### src/rtl/piso_shift_feeder.sv
// Parallel-in/serial-out feeder: takes a WIDTH-bit word over valid/ready, streams it
// MSB-first with a shift strobe, then appends FLUSH zero bits to drain the downstream SISO.
module piso_shift_feeder #(
    parameter int unsigned WIDTH = 8,
    parameter int unsigned FLUSH = 4
) (
    input  logic             clock,
    input  logic             reset,
    input  logic [WIDTH-1:0] data_in,
    input  logic             load_valid,
    output logic             load_ready,
    output logic             serial_out,
    output logic             shift,
    output logic             busy,
    output logic             done
);

    localparam int unsigned MAX_CNT    = (WIDTH > FLUSH) ? WIDTH : ((FLUSH > 1) ? FLUSH : 1);
    localparam int unsigned CNT_W      = $clog2(MAX_CNT) + 1;
    localparam logic [CNT_W-1:0] LAST_BIT   = CNT_W'(WIDTH - 1);
    localparam logic [CNT_W-1:0] LAST_FLUSH = CNT_W'((FLUSH == 0) ? 0 : FLUSH - 1);
    localparam bit          HAS_FLUSH  = (FLUSH != 0);

    typedef enum logic [1:0] {
        ST_IDLE  = 2'd0,
        ST_SHIFT = 2'd1,
        ST_FLUSH = 2'd2
    } state_e;

    state_e             state_q, state_d;
    logic [CNT_W-1:0]   cnt_q, cnt_d;
    logic [WIDTH-1:0]   word_q, word_d;
    logic               load_ready_q, load_ready_d;
    logic               serial_out_q, serial_out_d;
    logic               shift_q, shift_d;
    logic               busy_q, busy_d;
    logic               done_q, done_d;
    logic [WIDTH-1:0]   word_sh;
    logic               accept;

    // Outputs are precomputed for the cycle after each edge so every port is a flop.
    always_comb begin
        state_d      = state_q;
        cnt_d        = cnt_q;
        word_d       = word_q;
        serial_out_d = 1'b0;
        shift_d      = 1'b0;
        done_d       = 1'b0;
        word_sh      = word_q << 1;
        accept       = load_valid && load_ready_q;

        case (state_q)
            ST_IDLE: begin
                if (accept) begin
                    word_d       = data_in;
                    cnt_d        = '0;
                    serial_out_d = data_in[WIDTH-1];
                    shift_d      = 1'b1;
                    state_d      = ST_SHIFT;
                end
            end
            ST_SHIFT: begin
                word_d = word_sh;
                if (cnt_q == LAST_BIT) begin
                    cnt_d = '0;
                    if (HAS_FLUSH) begin
                        shift_d = 1'b1;
                        state_d = ST_FLUSH;
                    end else begin
                        done_d  = 1'b1;
                        state_d = ST_IDLE;
                    end
                end else begin
                    cnt_d        = cnt_q + CNT_W'(1);
                    serial_out_d = word_sh[WIDTH-1];
                    shift_d      = 1'b1;
                end
            end
            ST_FLUSH: begin
                if (cnt_q == LAST_FLUSH) begin
                    cnt_d   = '0;
                    done_d  = 1'b1;
                    state_d = ST_IDLE;
                end else begin
                    cnt_d   = cnt_q + CNT_W'(1);
                    shift_d = 1'b1;
                end
            end
            default: begin
                cnt_d   = '0;
                state_d = ST_IDLE;
            end
        endcase

        load_ready_d = (state_d == ST_IDLE);
        busy_d       = (state_d != ST_IDLE);
    end

    always_ff @(posedge clock) begin
        if (reset) begin
            state_q      <= ST_IDLE;
            cnt_q        <= '0;
            word_q       <= '0;
            load_ready_q <= 1'b1;
            serial_out_q <= 1'b0;
            shift_q      <= 1'b0;
            busy_q       <= 1'b0;
            done_q       <= 1'b0;
        end else begin
            state_q      <= state_d;
            cnt_q        <= cnt_d;
            word_q       <= word_d;
            load_ready_q <= load_ready_d;
            serial_out_q <= serial_out_d;
            shift_q      <= shift_d;
            busy_q       <= busy_d;
            done_q       <= done_d;
        end
    end

    assign load_ready = load_ready_q;
    assign serial_out = serial_out_q;
    assign shift      = shift_q;
    assign busy       = busy_q;
    assign done       = done_q;

endmodule

### config.mk
export PLATFORM = sky130hd
export DESIGN_NAME = piso_shift_feeder
export DESIGN_NICKNAME = d
export VERILOG_FILES = /design/src/rtl/piso_shift_feeder.sv
export SDC_FILE = /design/constraint.sdc
export NUM_CORES = 1
export LEC_CHECK = 0
export CORE_ASPECT_RATIO = 1.4
export CORE_MARGIN = 2
export CORE_UTILIZATION = 45
export CTS_BUF_LIST = sky130_fd_sc_hd__clkbuf_8
export CTS_CLUSTER_DIAMETER = 200
export DETAILED_ROUTE_END_ITERATION = 6
export GPL_TIMING_DRIVEN = 0
export PLACE_DENSITY = 0.73
export SYNTH_ARGS = -nofsm -noshare
export SYNTH_HDL_FRONTEND = slang
export SYNTH_SLANG_ARGS = --single-unit
### constraint.sdc
create_clock -name clock -period 5 [get_ports clock]
set_clock_uncertainty 0.05 [all_clocks]
set_input_delay 1 -clock clock [delete_from_list [all_inputs] [get_ports clock]]
set_output_delay 1 -clock clock [all_outputs]
set_load 0.01 [all_outputs]
==> results of run 1 <==
==> cell usage after synthesis (all sizes together) <==
| master | instances |
|---|---|
| clkbuf | 2 |
| nor3b | 2 |
| nand3 | 2 |
| a21o | 1 |
| and2 | 1 |
| a32oi | 2 |
| nor3 | 3 |
| or3b | 1 |
| o21ai | 4 |
| a211o | 1 |
| dfxtp | 18 |
| nor2b | 1 |
| a21oi | 8 |
| inv | 4 |
| or4 | 1 |
| buf | 2 |
| a21boi | 1 |
| and3 | 1 |
| nor2 | 9 |
| nand2 | 7 |
| a211oi | 9 |
| o22ai | 1 |
| ha | 5 |
| mux2i | 7 |
| nand3b | 1 |
| a31oi | 1 |
==> logic make-up after synthesis <==
logic type / after synthesis / synth area share, %
simple gates: 29 / 16.89
compound gates: 28 / 21.98
flops: 18 / 41.92
buf+inv: 8 / 3.784
mux: 7 / 8.152
fa+ha+maj: 5 / 7.278
==> area by class of cell <==
class,instances,area (µm²),area share [%]
Buffer,4,17.52,1.643
Sequential cell,18,360.3,33.80
Inverter,4,15.01,1.408
Tap cell,20,25.02,2.347
Multi-Input combinational cell,69,466.7,43.78
Timing Repair Buffer,14,140.1,13.15
Clock buffer,3,41.29,3.873
==> registers in the layout (all words and copies together), names as in the netlist <==
register    count
done            1
load_ready      1
word_q          7
state_q         2
shift           1
busy            1
serial_out      1
cnt_q           4
==> worst register-to-register path: stages, from the launching register on <==
cell and delay (ns):
dfxtp_1 0.35, inv_1 0.11, ha_1 0.24, a21boi_2 0.39, nand2_1 0.09, a21o_1 0.21
a211o_1 0.26
==> worst paths after layout <==
check / startpoint / endpoint / slack, ns / cells past startpoint
max: load_valid / load_ready / 2.69 / 5
min: cnt_q[1] / cnt_q[1] / 0.43 / 2
max reg2reg: state_q[1] / load_ready / 3.19 / 6
min reg2reg: cnt_q[1] / cnt_q[1] / 0.43 / 2
==> through the flow <==
stage / cell area [µm²] / hold WS (ns)
after floorplan: 859.6 / 0.3988
after global placement: 1025 / 0.4080
after detailed placement: 1025 / 0.4287
after CTS: 1066 / 0.4338
after global routing: 1066 / 0.4496
final: 1066 / 0.4316
==> where the power goes <==
group          internal (µW)  switching (µW)  total (µW)
clock network           53.3            43.1        96.5
registers                157            7.95         165
logic                   37.7            43.4        81.1
total                    248            94.5         343
==> routing by layer <==
layer  vias to the layer above  GRT usage [%]  routed length, µm
met5                         -              0                  0
met4                         0          7.143                 23
met2                        11          33.93               1011
met1                       365          20.71                757
li1                        381              -                  -
met3                         4          3.600                 38
==> placed cells by master, fill, tap and decap left out, types with 2 or more instances in the layout <==
cell type | Yosys | final
o21ai_0 | 3 | 3
nor2_1 | 9 | 9
a21oi_1 | 7 | 7
ha_1 | 5 | 5
a211oi_1 | 9 | 9
clkdlybuf4s50_1 | 0 | 14
buf_2 | 2 | 2
nand3_1 | 2 | 2
inv_1 | 4 | 4
nor3b_1 | 2 | 2
mux2i_1 | 7 | 7
a32oi_1 | 2 | 2
clkbuf_8 | 0 | 3
nor3_1 | 3 | 3
dfxtp_1 | 18 | 18
nand2_1 | 7 | 7
clkbuf_1 | 2 | 2
==> results by group, run 1 <==
Timing
  • Tcrit/Tclk final: 46.19%
  • Final TNS setup: 0 ns
  • Final Hold Vio Count: 0
  • Final Setup Violations: 0
  • Slew Limit Fails: 0
  • Relative slew slack: around two thirds
  • RSZ-0062 raised after global routing: no
  • FMAX: 433.0 MHz
  • Final worst slack: ~2.7 ns
  • Worst-Margin Slew: roughly 0.5 ns
  • Post-layout min period: 2.309 ns

GRT
  • Remaining global-route overflow: 0
  • Largest net degree at the start of global routing: 11
  • All-layer global routing usage: between 10% and 20%
  • First-pass GRT wire length: 3132 µm
  • Initial antenna violation count: 0
  • Vias in the first global route: 774

Synthesis
  • #FFs+latches synth: 18
  • Warnings from Yosys: 0
  • Top cells by area, synth: dfxtp_1 (42%), mux2i_1 (8.2%), a211oi_1 (7.9%)
  • Syn avg cell area: 9.048 µm²
  • Synth Instances: 95
  • Post-synth top area share: 41.92%
  • Area leader, netlist: dfxtp_1
  • Syn Nets: around 110
  • Mapped cell area: 859.6 µm²
  • Sequential area share after synthesis: 41.92%
  • Synth unique cells: 28

Floorplan
  • Die Area: approximately 0.0023 mm²
  • Initial Util: 48.31%
  • Core box area: 0.001779 mm²
  • FP Rows: 18
  • DIE WIDTH: between 40 and 50 µm
  • I/O pin count: 16
  • Chip height: 55.71 µm

Setup path
  • CP max-delay cell: clkdlybuf4s50_1
  • Crit Path Class: in2reg
  • Maximum fanout along the worst path: 9
  • Crit-path leading delay family: compound AO/OA/AOI/OAI gates
  • Crit. End Element: flop
  • Critical path data arrival time: 2.39 ns
  • Worst Path Buf+Inv: 1
  • Startpoint types: input port
  • WP data required: 5.08 ns
  • CP Cell Sequence: clkdlybuf4s50_1 -> a21boi_2 -> nand2_1 -> a21o_1 -> a211o_1
  • Slowest stage delay, CP: 0.46 ns

CTS
  • Hold-fix buffer count after cts: 0
  • Max clock buf depth: 2
  • CTS HTree Levels: 1
  • Worst skew pair latency: 0.25 ns
  • Clock root cell: clkbuf_8
  • CTS tree: done
  • Cts bufs inserted: 3
  • Number of buffers added for setup after CTS: 0
  • Post_cts resized: 0
  • Clock transition at path regs: ~0.060 ns
  • Sink Count: 18

Route
  • First-pass detailed-route iteration total: 4
  • Via count: 761
  • Vias per cell: ~5.8
  • DRT Wirelength: 1830 µm
  • Post-route antenna net violation count: 0
  • Initial DRC count: 15
  • DR WL/cell: 13.86 µm
  • # DRC: 0

Pwr
  • Leak pwr: 0.0003925 µW
  • Total Power: 342.9 µW
  • Cell Pwr Density: 321.6 mW/mm²
  • VDD IR max: 219.0 µV

Cells and area
  • Fill count: about 170
  • Layout area overhead: 24.02%
  • Nets: 130
  • ANT cells: 0
  • Cell Count, Final, Fillers Out: between 100 and 150
  • Layout cells sized above 1: 7.143%
  • Final core utilization: roughly 60%

Hold path
  • Worst Hold Class: reg2reg

Placed design
  • Inst Count DP: 129
  • Buffers on Ports: 14
  • GPL Wtd Cong: roughly 0.77
  • Worst slack at placement: 2.439 ns
  • DP Wirelength: 1330 µm

Flow run
  • # Max-Cap Violations: 0

Run status
  • Run status: finished clean
Note: power is estimated with default switching activity, not from simulation.
==> run 2, diff against run 1 <==
- PLACE_DENSITY: 0.73 -> 0.76
- clock period: 5 -> 2.1 ns (I/O delays scaled with it)
==> results by group, run 2 (synthesis gave the netlist of run 1 again) <==
Run status
  • Run status: finished clean

Route
  • DR WL/cell: 13.15 µm
  • Post-route antenna net violation count: 0
  • First-pass detailed-route iteration total: 4
  • DRT Wirelength: 1736 µm
  • Via count: 763
  • Vias per cell: 5.780
  • Initial DRC count: 14
  • # DRC: 0

CTS
  • CTS HTree Levels: 1
  • Sink Count: 18
  • Post_cts resized: 0
  • Worst skew pair latency: 0.25 ns
  • Cts bufs inserted: 3
  • Hold-fix buffer count after cts: 0
  • CTS tree: done
  • Clock transition at path regs: 0.06 ns
  • Number of buffers added for setup after CTS: 0
  • Clock root cell: clkbuf_8
  • Max clock buf depth: 2

Timing
  • Final Hold Vio Count: 0
  • Post-layout min period: 1.812 ns
  • FMAX: 551.8 MHz
  • Final TNS setup: 0 ns
  • RSZ-0062 raised after global routing: no
  • Relative slew slack: a little over two thirds
  • Slew Limit Fails: 0
  • Final Setup Violations: 0
  • Worst-Margin Slew: 0.4560 ns
  • Tcrit/Tclk final: approximately 86%

Cells and area
  • Nets: 130
  • Most flops, register: word_q
  • Layout cells sized above 1: under 10%
  • Regs by FF count: word_q x7, cnt_q x4, state_q x2
  • Most common cell after layout, fill and taps aside: dfxtp_1
  • Fin area: around 0.0011 mm²
  • Largest register FFs: 7
  • ANT cells: 0
  • Layout area overhead: 24.02%
  • Most frequent cells in the layout: dfxtp_1 (18), clkdlybuf4s50_1 (14), nor2_1 (9), a211oi_1 (9)

Setup path
  • Maximum fanout along the worst path: 9
  • Slowest stage delay, CP: about 0.38 ns
  • CP max-delay cell: a21boi_2
  • Crit Path Class: reg2reg
  • WP data required: 2.19 ns
  • CP Cell Sequence: inv_1 -> ha_1 -> a21boi_2 -> nand2_1 -> a21o_1 -> a211o_1
  • Critical path data arrival time: 1.90 ns
  • Crit. End Element: flop
  • Startpoint types: flop

Placed design
  • Placed Instance Area: approximately 0.0010 mm²
  • GPL Wtd Cong: 0.8537
  • Buffers on Ports: 14
  • DP Wirelength: 1268 µm

Pwr
  • Leak pwr: between 0.0003 and 0.0004 µW
  • VDD IR max: 471.8 µV
  • Cell Pwr Density: 764.6 mW/mm²

Floorplan
  • Die Area: 0.002280 mm²
  • Initial Util: 48.31%
  • FP Rows: 18
  • DIE WIDTH: 40.94 µm
  • Chip height: 55.71 µm
  • I/O pin count: 16
  • Core box area: 0.001779 mm²

Hold path
  • Worst Hold Class: reg2reg

GRT
  • Initial antenna violation count: 0
  • Remaining global-route overflow: 0
  • All-layer global routing usage: 19.89%
  • Vias in the first global route: 752
  • First-pass GRT wire length: 3249 µm
  • Largest net degree at the start of global routing: 11

Flow run
  • # Max-Cap Violations: 0
-- run 2: path summary, 6_finish.rpt --
check / slack, ns / to / startpoint / cells after the start
setup / recovery: 0.29 / load_ready / state_q[0] / 6
setup reg to reg: 0.29 / load_ready / state_q[0] / 6
hold / removal: 0.43 / cnt_q[1] / cnt_q[1] / 2
hold reg to reg: 0.43 / cnt_q[1] / cnt_q[1] / 2
-- run 2: through the flow --
step	utilization [%]	instances	hold slack (ns)	worst slack (ns)	power, µW
4_1_cts	59.92	132	0.4336	0.2954	822.7
3_5_place_dp	57.59	129	0.4239	0.1374	587.5
6_report	59.92	132	0.4339	0.2877	815.1
2_1_floorplan	-	95	0.3988	0.5216	523.0
5_1_grt	59.92	132	0.4446	0.1160	865.9
3_3_place_gp	57.59	129	0.4114	0.1758	581.8
-- run 2: routing by layer --
| metal | share of wire, % | wire (µm) | global-route usage, % |
|---|---|---|---|
| met1 | 43 | 748 | 26.53 |
| met2 | 53 | 922 | 30.58 |
| met3 | 2.9 | 50 | 3.600 |
| met4 | 0.81 | 14 | 7.143 |
| met5 | 0 | 0 | 0 |
-- run 2: area by class of cell --
class                      instances  area (µm²)
timing repair buffer              14       140.1
multi-input combinational         69       466.7
fill                             151       713.2
clock buffer                       3       41.29
tap                               20       25.02
buffer                             4       17.52
sequential                        18       360.3
inverter                           4       15.01
-- run 2: critical path, delay by kind of cell, from the launching register on --
family / cells / cell delay (ns)
fa+ha+maj: 1 / 0.26
simple gates: 1 / 0.09
compound gates: 3 / 0.85
buf+inv: 1 / 0.10
flops: 1 / 0.35
-- run 2: power breakdown --
part,switching (µW),internal [µW],total [µW]
combinational,100,89.6,190
clock,105,127,232
sequential,18.2,375,393
total,223,592,815
